## src/rtl/mips_pkg.sv

```systemverilog
// Shared definitions for the CPU run controller: FSM state encoding and
// the default instruction word that terminates a run.
package mips_pkg;

    typedef enum logic [2:0] {
        ST_IDLE   = 3'd0,
        ST_HOLD   = 3'd1,
        ST_RUN    = 3'd2,
        ST_STEP   = 3'd3,
        ST_FINISH = 3'd4
    } run_state_t;

    // MIPS "syscall" encoding.
    localparam logic [31:0] HALT_INSTR_DEFAULT = 32'h0000_000C;

endpackage

```

## src/rtl/sat_counter.sv

```systemverilog
// Up counter with synchronous clear that sticks at all-ones instead of
// wrapping, so long runs never report a misleadingly small count.
module sat_counter #(
    parameter int W = 32
) (
    input  logic         i_clk,
    input  logic         i_rst,
    input  logic         i_clr,
    input  logic         i_inc,
    output logic [W-1:0] o_q
);

    logic [W-1:0] r_q;

    always_ff @(posedge i_clk or posedge i_rst) begin
        if (i_rst) begin
            r_q <= '0;
        end else if (i_clr) begin
            r_q <= '0;
        end else if (i_inc && (r_q != {W{1'b1}})) begin
            r_q <= r_q + 1'b1;
        end
    end

    assign o_q = r_q;

endmodule

```

## src/rtl/cpu_run_ctrl.sv

```systemverilog
// Run controller for a simple core: holds it in reset after start, then runs
// freely or single-steps until a halt instruction or the cycle budget ends it.
import mips_pkg::*;

module cpu_run_ctrl #(
    parameter int          CYC_W      = 32,
    parameter int          RST_CYCLES = 4,
    parameter logic [31:0] HALT_INSTR = HALT_INSTR_DEFAULT
) (
    input  logic             i_clk,
    input  logic             i_rst,
    input  logic             i_start,
    input  logic             i_step_mode,
    input  logic             i_step,
    input  logic [CYC_W-1:0] i_max_cycles,
    input  logic [31:0]      i_instr,
    input  logic             i_instr_valid,
    input  logic [31:0]      i_pc,
    output logic             o_core_rst,
    output logic             o_core_en,
    output logic             o_busy,
    output logic             o_done,
    output logic             o_timeout,
    output logic [CYC_W-1:0] o_cycle_cnt,
    output logic [CYC_W-1:0] o_retire_cnt,
    output logic [31:0]      o_halt_pc
);

    localparam int HOLD_W = (RST_CYCLES > 1) ? $clog2(RST_CYCLES) : 1;
    localparam logic [HOLD_W-1:0] HOLD_LAST = HOLD_W'(RST_CYCLES - 1);

    run_state_t        r_state;
    run_state_t        w_next_state;
    logic [HOLD_W-1:0] r_hold_cnt;
    logic              r_core_rst;
    logic              r_core_en;
    logic              r_busy;
    logic              r_done;
    logic              r_timeout;
    logic [31:0]       r_halt_pc;

    logic              w_start_run;
    logic              w_halt;
    logic              w_budget;
    logic              w_retire;
    logic [CYC_W-1:0]  w_cycle_cnt;
    logic [CYC_W-1:0]  w_retire_cnt;

    // core_en is only ever high in RUN/STEP, so it doubles as "enabled cycle".
    assign w_start_run = i_start && ((r_state == ST_IDLE) || (r_state == ST_FINISH));
    assign w_retire    = r_core_en && i_instr_valid;
    assign w_halt      = w_retire && (i_instr == HALT_INSTR);
    assign w_budget    = r_core_en && (i_max_cycles != '0) &&
                         (w_cycle_cnt == (i_max_cycles - CYC_W'(1)));

    always_ff @(posedge i_clk or posedge i_rst) begin
        if (i_rst) begin
            r_state <= ST_IDLE;
        end else begin
            r_state <= w_next_state;
        end
    end

    always_comb begin
        w_next_state = r_state;
        case (r_state)
            ST_IDLE, ST_FINISH: begin
                if (i_start) begin
                    w_next_state = ST_HOLD;
                end
            end
            ST_HOLD: begin
                if (r_hold_cnt == HOLD_LAST) begin
                    w_next_state = i_step_mode ? ST_STEP : ST_RUN;
                end
            end
            ST_RUN, ST_STEP: begin
                if (w_halt || w_budget) begin
                    w_next_state = ST_FINISH;
                end else begin
                    w_next_state = i_step_mode ? ST_STEP : ST_RUN;
                end
            end
            default: w_next_state = ST_IDLE;
        endcase
    end

    // Outputs are registered from the next state so they line up with it.
    always_ff @(posedge i_clk or posedge i_rst) begin
        if (i_rst) begin
            r_hold_cnt <= '0;
            r_core_rst <= 1'b1;
            r_core_en  <= 1'b0;
            r_busy     <= 1'b0;
            r_done     <= 1'b0;
            r_timeout  <= 1'b0;
            r_halt_pc  <= '0;
        end else begin
            r_hold_cnt <= (r_state == ST_HOLD) ? r_hold_cnt + 1'b1 : '0;
            r_core_rst <= (w_next_state == ST_IDLE) || (w_next_state == ST_HOLD);
            r_core_en  <= (w_next_state == ST_RUN) ||
                          ((w_next_state == ST_STEP) && i_step);
            r_busy     <= (w_next_state == ST_HOLD) || (w_next_state == ST_RUN) ||
                          (w_next_state == ST_STEP);
            if (w_start_run) begin
                r_done    <= 1'b0;
                r_timeout <= 1'b0;
                r_halt_pc <= '0;
            end else begin
                if (w_halt) begin
                    r_done    <= 1'b1;
                    r_halt_pc <= i_pc;
                end
                if (w_budget) begin
                    r_timeout <= 1'b1;
                end
            end
        end
    end

    sat_counter #(.W(CYC_W)) u_cycle_cnt (
        .i_clk (i_clk),
        .i_rst (i_rst),
        .i_clr (w_start_run),
        .i_inc (r_core_en),
        .o_q   (w_cycle_cnt)
    );

    sat_counter #(.W(CYC_W)) u_retire_cnt (
        .i_clk (i_clk),
        .i_rst (i_rst),
        .i_clr (w_start_run),
        .i_inc (w_retire),
        .o_q   (w_retire_cnt)
    );

    assign o_core_rst   = r_core_rst;
    assign o_core_en    = r_core_en;
    assign o_busy       = r_busy;
    assign o_done       = r_done;
    assign o_timeout    = r_timeout;
    assign o_cycle_cnt  = w_cycle_cnt;
    assign o_retire_cnt = w_retire_cnt;
    assign o_halt_pc    = r_halt_pc;

endmodule

```

## config.mk

```make
export PLATFORM = sky130hd
export DESIGN_NAME = cpu_run_ctrl
export DESIGN_NICKNAME = d
export VERILOG_FILES = /design/src/rtl/mips_pkg.sv /design/src/rtl/sat_counter.sv /design/src/rtl/cpu_run_ctrl.sv
export SDC_FILE = /design/constraint.sdc
export NUM_CORES = 1
export LEC_CHECK = 0
export BUFFER_PORTS_ARGS = -buffer_cell sky130_fd_sc_hd__buf_2
export CAP_MARGIN = 25
export CORE_MARGIN = 2
export CORE_UTILIZATION = 47
export DETAILED_ROUTE_END_ITERATION = 8
export HOLD_SLACK_MARGIN = 0.06
export PLACE_DENSITY_LB_ADDON = 0.1
export SYNTH_ARGS = -nofsm -noshare
export SYNTH_HDL_FRONTEND = slang
export SYNTH_SLANG_ARGS = --single-unit
```

## constraint.sdc

```tcl
create_clock -name i_clk -period 3.23 [get_ports i_clk]
set_clock_uncertainty 0.05 [all_clocks]
set_input_delay 0.4845 -clock i_clk [delete_from_list [all_inputs] [get_ports i_clk]]
set_output_delay 0.4845 -clock i_clk [all_outputs]
set_load 0.01 [all_outputs]
```

**After elaboration in Yosys (flattened, before gate mapping)**

Cells that the tools add are included.
Widths: inputs -> output; s select.

- Bits in registers: 106
- Output and inout port bits: 101
- Word-level logic and storage cells: 65

- Add/sub/neg operators: 4
- Eq/ne operators: 12
- Multiplexer cells: 16
- Reduce and logical (&&, ||, !) cells: 23

Operators with widths:

| cell | number |
|---|---|
| $mux 32 | 6 |
| $add 32x1->32 const B | 2 |
| $ne 32x32->1 const B | 2 |
| $eq 32x32->1 | 1 |
| $eq 32x4->1 const B | 1 |
| $reduce_bool 32->1 | 1 |
| $sub 32x1->32 const B | 1 |
| $eq 3x2->1 const B | 4 |
| $mux 3 | 3 |
| $pmux 3 s3 | 1 |
| $logic_and 1x1->1 | 8 |
| $reduce_bool 2->1 | 4 |
| $eq 3x1->1 const B | 2 |
| $logic_not 3->1 | 2 |
| $logic_or 1x1->1 | 6 |
| $mux 1 | 5 |
| $reduce_or 2->1 | 2 |
| $eq 3x3->1 const B | 1 |
| $add 2x1->2 const B | 1 |
| $eq 2x2->1 const B | 1 |
| $mux 2 | 1 |

**Logic depth before layout (Yosys ltp)**

- Depth after elaboration: 9
- Mapped depth: 11
- Gate-level depth less buffers: 11

**Modules after synthesis**

From an unflattened synthesis, not the netlist that was laid out.

- Cell total of the unflattened synthesis: 684
- Area total of the unflattened synthesis: 6403.6 µm²

Modules (own cells, without submodules):

| module | instances | cells each | area an instance (µm²) | sequential area each (µm²) |
|---|---|---|---|---|
| sat_counter | 2 | 186 | 1740.4 | 800.8 |
| cpu_run_ctrl | 1 | 312 | 2922.8 | 1052.3 |

**Worst setup path after synthesis**

Ideal clock, no wire load.

- Path kind: input-to-reg
- From: input port i_max_cycles[0]
- To: register r_busy, in the netlist o_busy
- Arrival: 2.801 ns
- Slack: 0.258 ns
- Stages on the path: 11
- Buffers on the path: 0
- Cells stage by stage: inv_1 -> ha_1 -> nor3b_4 -> and4_1 -> nor2_1 -> a311oi_1 -> o311ai_1 -> or4_4 -> o31ai_4 -> o21ai_2 -> nand2b_1

- Cells in the longest elaborated chain, start to end: 9
- Elaborated cells between the ends (all ways): 13
- Those cells by class: add/sub: 1; eq/ne: 4; mux: 2; reduce/logical: 6

Ends and longest elaborated chain:

| element | RTL line | RTL |
|---|---|---|
| start, declared | cpu_run_ctrl.sv:15 | `input logic [CYC_W-1:0] i_max_cycles,` |
| $sub 32x1->32 / $reduce_bool 32->1 (equally long branches) | cpu_run_ctrl.sv:54, cpu_run_ctrl.sv:53 |  |
| $eq 32x32->1 / $logic_and 1x1->1 (equally long branches) | cpu_run_ctrl.sv:54, cpu_run_ctrl.sv:53 |  |
| $logic_and 1x1->1 * | cpu_run_ctrl.sv:53 | `assign w_budget = r_core_en && (i_max_cycles != '0) &&` |
| $logic_or 1x1->1 * | cpu_run_ctrl.sv:78 | `if (w_halt \|\| w_budget) begin` |
| $mux 3 * | cpu_run_ctrl.sv:78 |  |
| $pmux 3 s3 * | cpu_run_ctrl.sv:66 | `case (r_state)` |
| via w_next_state[1] | cpu_run_ctrl.sv:33 | `run_state_t w_next_state;` |
| $eq 3x1->1 / $eq 3x2->1 (equally long branches) | cpu_run_ctrl.sv:103 | `r_busy <= (w_next_state == ST_HOLD) \|\| (w_next_state == ST_RUN) \|\|` |
| $logic_or 1x1->1 | cpu_run_ctrl.sv:103 |  |
| $logic_or 1x1->1 * | cpu_run_ctrl.sv:103 |  |
| end signal, assigned | cpu_run_ctrl.sv:103 |  |
| end, declared | cpu_run_ctrl.sv:37 | `logic r_busy;` |

Mark *: on every way through the listed nets, which the timed path passes. The rest lies on a longest branch.
A chain may end at the register's enable or synchronous reset.

**Final worst setup path**

- From: register u_cycle_cnt.r_q[10], in the netlist u_cycle_cnt.o_q[10]
- To: register u_cycle_cnt.r_q[20], in the netlist u_cycle_cnt.o_q[20]

- Cells in the longest elaborated chain, start to end: 3
- Elaborated cells between the ends (all ways): 6
- Those cells by class: add/sub: 1; eq/ne: 1; mux: 2; reduce/logical: 2

Ends and longest elaborated chain:

| element | RTL line | RTL |
|---|---|---|
| start, declared | sat_counter.sv:13 | `logic [W-1:0] r_q;` |
| start signal, assigned | sat_counter.sv:21 | `r_q <= r_q + 1'b1;` |
| $add 32x1->32 / $ne 32x32->1 (equally long branches) | sat_counter.sv:21, sat_counter.sv:20 |  |
| $mux 32 / $logic_and 1x1->1 (equally long branches) | sat_counter.sv:20 | `end else if (i_inc && (r_q != {W{1'b1}})) begin` |
| $mux 32 / $reduce_bool 2->1 (equally long branches) | -- |  |

Parallel ways exist; a longest one is shown, timed or not. The select of a mux whose other input is x is not followed.

==> summary.md <==
| Metric | Value |
|---|---|
| Status | completed |
| Die area | 14400 sq um |
| Die span in x | ~120 um |
| Worst slew pin tran | 0.772 ns |
| PortBufs | 202 |
| Slew HR | 0.485 |
| CTS max path bufs | 2 |
| Critical Path Source | u_cycle_cnt.o_q[10] |
| Starting DRC count in detailed routing | 465 |
| Pwr/cell area | 461 nW/um^2 |
| FP Rows | 42 |
| Final Power | ~3.7 mW |
| Reg clk slew, reported paths | approximately 0.070 ns |
| Crit Path Max Fanout | 8 |
| RSZ-0062 raised after global routing | false |
| Total grt overflow | 0 |
| Root Buffer | clkbuf_16 |
| Synth Cell Area | 6320 sq um |
| Syn avg cell area | 9.20 sq um |
| CP required | 3.37 ns |
| First-pass GRT wire length | 29800 um |
| Setup TNS | 0 ns |
| Arrival time worst endpoint | 3.04 ns |
| Leak pwr | 3.70 nW |
| CTS resizes | 0 |
| Synth warn | 0 |
| Per-cell routed wire length | 17.1 um |
| Reg2Reg Capture Point | u_cycle_cnt.o_q[20] |
| DP Worst Slack | between 0.03 and 0.04 ns |
| CTS tree | done |
| Cells after synthesis | 687 |
| Antenna viol nets, final | 0 |
| Clock latency on the worst-skew pair | between 0.3 and 0.4 ns |
| Maximum VDD drop | 325 uV |
| Starting Density | 0.479 |
| Post-CTS Setup Bufs | 0 |
| Startpoint types | register |
| FMAX | 346 MHz |
| DRC violations left | 0 |
| Hpwl dp | roughly 14000 um |
| R2R cell count | 11 |
| Via count | 6029 |
| Fin worst setup slack | 0.338 ns |
| # clock sinks | approximately 110 |
| R2R setup slack | ~0.34 ns |
| Area grow syn2layout | 26.7% |
| Final period util | 0.895 |
| 1st-pass router iterations | 5 |
| DP Area | 7690 sq um |
| Final hold violations | 0 |
| Max Cap Violations | 0 |
| Nets | 1010 |
| Finished Layout Cells | around 1100 |
| Fin area | 8010 sq um |
| Vias/cell | 5.56 |
| Final setup viols | 0 |
| GRT Overall Usage | 0.259 |
| WL final | 18500 um |
| Syn nets | 794 |
| Inst Count DP | ~1100 |
| Class of the worst hold path | in -> async |
| Slew Limit Fails | 0 |
| Htree depth | 3 |
| Netlist cell types | 61 |
| #FFs+latches synth | 106 |
| Worst Path Class, Setup | reg -> reg |
| Num ports | 203 |
| CTS Buf Count | 9 |
| Share of layout cells above drive strength 1 | 0.294 |
| Number of global-route vias before repair | 6033 |
| Die Y | 120 um |
| CP endpoint kind | register |
| Post-synth EDFFs | 0 |
| Period minus WS final | 2.89 ns |
| Sequential area share after synthesis | 0.420 |
| R2R Path Start | u_cycle_cnt.o_q[10] |
| Main synth FF type | dfrtp_1 |
| Final Hold Slack | 0.225 ns |
| Pin count of the biggest net entering global routing | 107 |
| Initial antenna violation count | 1 |
| Placer Congestion | between 0.9 and 1 |
| Cts hold-fix bufs | 0 |
| Share of flip-flops with an asynchronous set or reset | 1.00 |
| Core Util, Final | 0.607 |
| Core area | around 13000 sq um |
## synth_stat cells (5+ instances only)
library cell	n	share of area
xnor2_1	23	0.032
inv_1	14	0.0083
nor2b_1	5	0.0050
buf_2	7	0.0055
nand4_1	19	0.019
ha_1	5	0.0099
nand2_1	46	0.027
and4_1	16	0.022
nor4_1	18	0.018
nor4b_1	6	0.0083
nand2b_1	7	0.0069
o21ai_0	16	0.013
nor2_1	114	0.068
or3_1	18	0.018
a21oi_1	24	0.019
nand3_1	28	0.022
dfrtp_1	105	0.42
clkbuf_1	17	0.010
o21a_1	6	0.0071
and3_1	13	0.013
xor2_1	55	0.076
nor3_1	19	0.015
mux2i_1	37	0.059
o211ai_1	6	0.0071
## worst max-delay path by stage
stage | endpoint | slack (ns) | cells past startpoint
after floorplan | o_busy | 0.26 | 11
after global placement | o_busy | 0.07 | 13
after detailed placement | o_busy | 0.03 | 13
after CTS | u_cycle_cnt.o_q[20] | 0.33 | 11
after global routing | u_retire_cnt.o_q[22] | 0.17 | 9
final | u_cycle_cnt.o_q[20] | 0.34 | 11
## sequential cells by signal, indices dropped and copies added, names as in the netlist
| signal | cells |
|---|---|
| o_busy | 1 |
| o_core_en | 1 |
| o_core_rst | 1 |
| o_done | 1 |
| o_halt_pc | 32 |
| o_timeout | 1 |
| r_hold_cnt | 2 |
| r_state | 3 |
| u_cycle_cnt.o_q | 32 |
| u_retire_cnt.o_q | 32 |
## power by group
group | leakage, nW | internal, mW | total [mW] | switching [mW]
Combinational | 2.17 | 0.390 | 0.866 | 0.475
Sequential | 1.37 | 1.45 | 1.68 | 0.222
Clock | 0.154 | 0.652 | 1.15 | 0.502
Total | 3.70 | 2.50 | 3.69 | 1.20
## area by class of cell
class                      count  area [sq um]
antenna                        1          2.50
clock inverter                 4          56.3
sequential                   106          2650
timing repair buffer         230          1250
tap                          176           220
fill                        1163          5180
clock buffer                  12           256
inverter                      14          56.3
multi-input combinational    542          3510
## layout by cell type, fill, tap and decap left out, drive strengths merged, types with 21 or more instances in the layout
cell	count
a21oi	24
nor4	21
mux2i	37
nor3	23
xnor2	23
nor2	114
dfrtp	105
xor2	55
buf	230
nand2	46
nand3	28
## critical path: stages (launching register included)
cell     delay, ns
dfrtp_1       0.50
and4_1        0.31
and4_1        0.26
and3_1        0.25
and4_1        0.31
and3_1        0.33
nor3_2        0.07
buf_4         0.15
buf_4         0.17
nand3_1       0.11
xor2_1        0.16
nor2_1        0.06
## per-layer routing
| layer | track usage | up-vias | wire length (um) |
|---|---|---|---|
| met5 | 0 | - | 0 |
| met3 | 0.0523 | 25 | 1090 |
| li1 | - | 2892 | - |
| met4 | 0.0971 | 0 | 354 |
| met1 | 0.338 | 2924 | 7940 |
| met2 | 0.427 | 188 | 9130 |
## cell families (layout without fill, tap and decap cells)
family          Yosys count  in the layout  share of synthesized area
simple gates            339            339                      0.291
fa+ha+maj                 5              5                    0.00990
mux                      37             37                     0.0586
flops                   106            106                      0.420
buf+inv                  39            260                     0.0257
other cells               0              1                          0
xor+xnor                 78             78                      0.108
compound gates           83             83                     0.0867
Note: power is estimated with default switching activity, not from simulation.
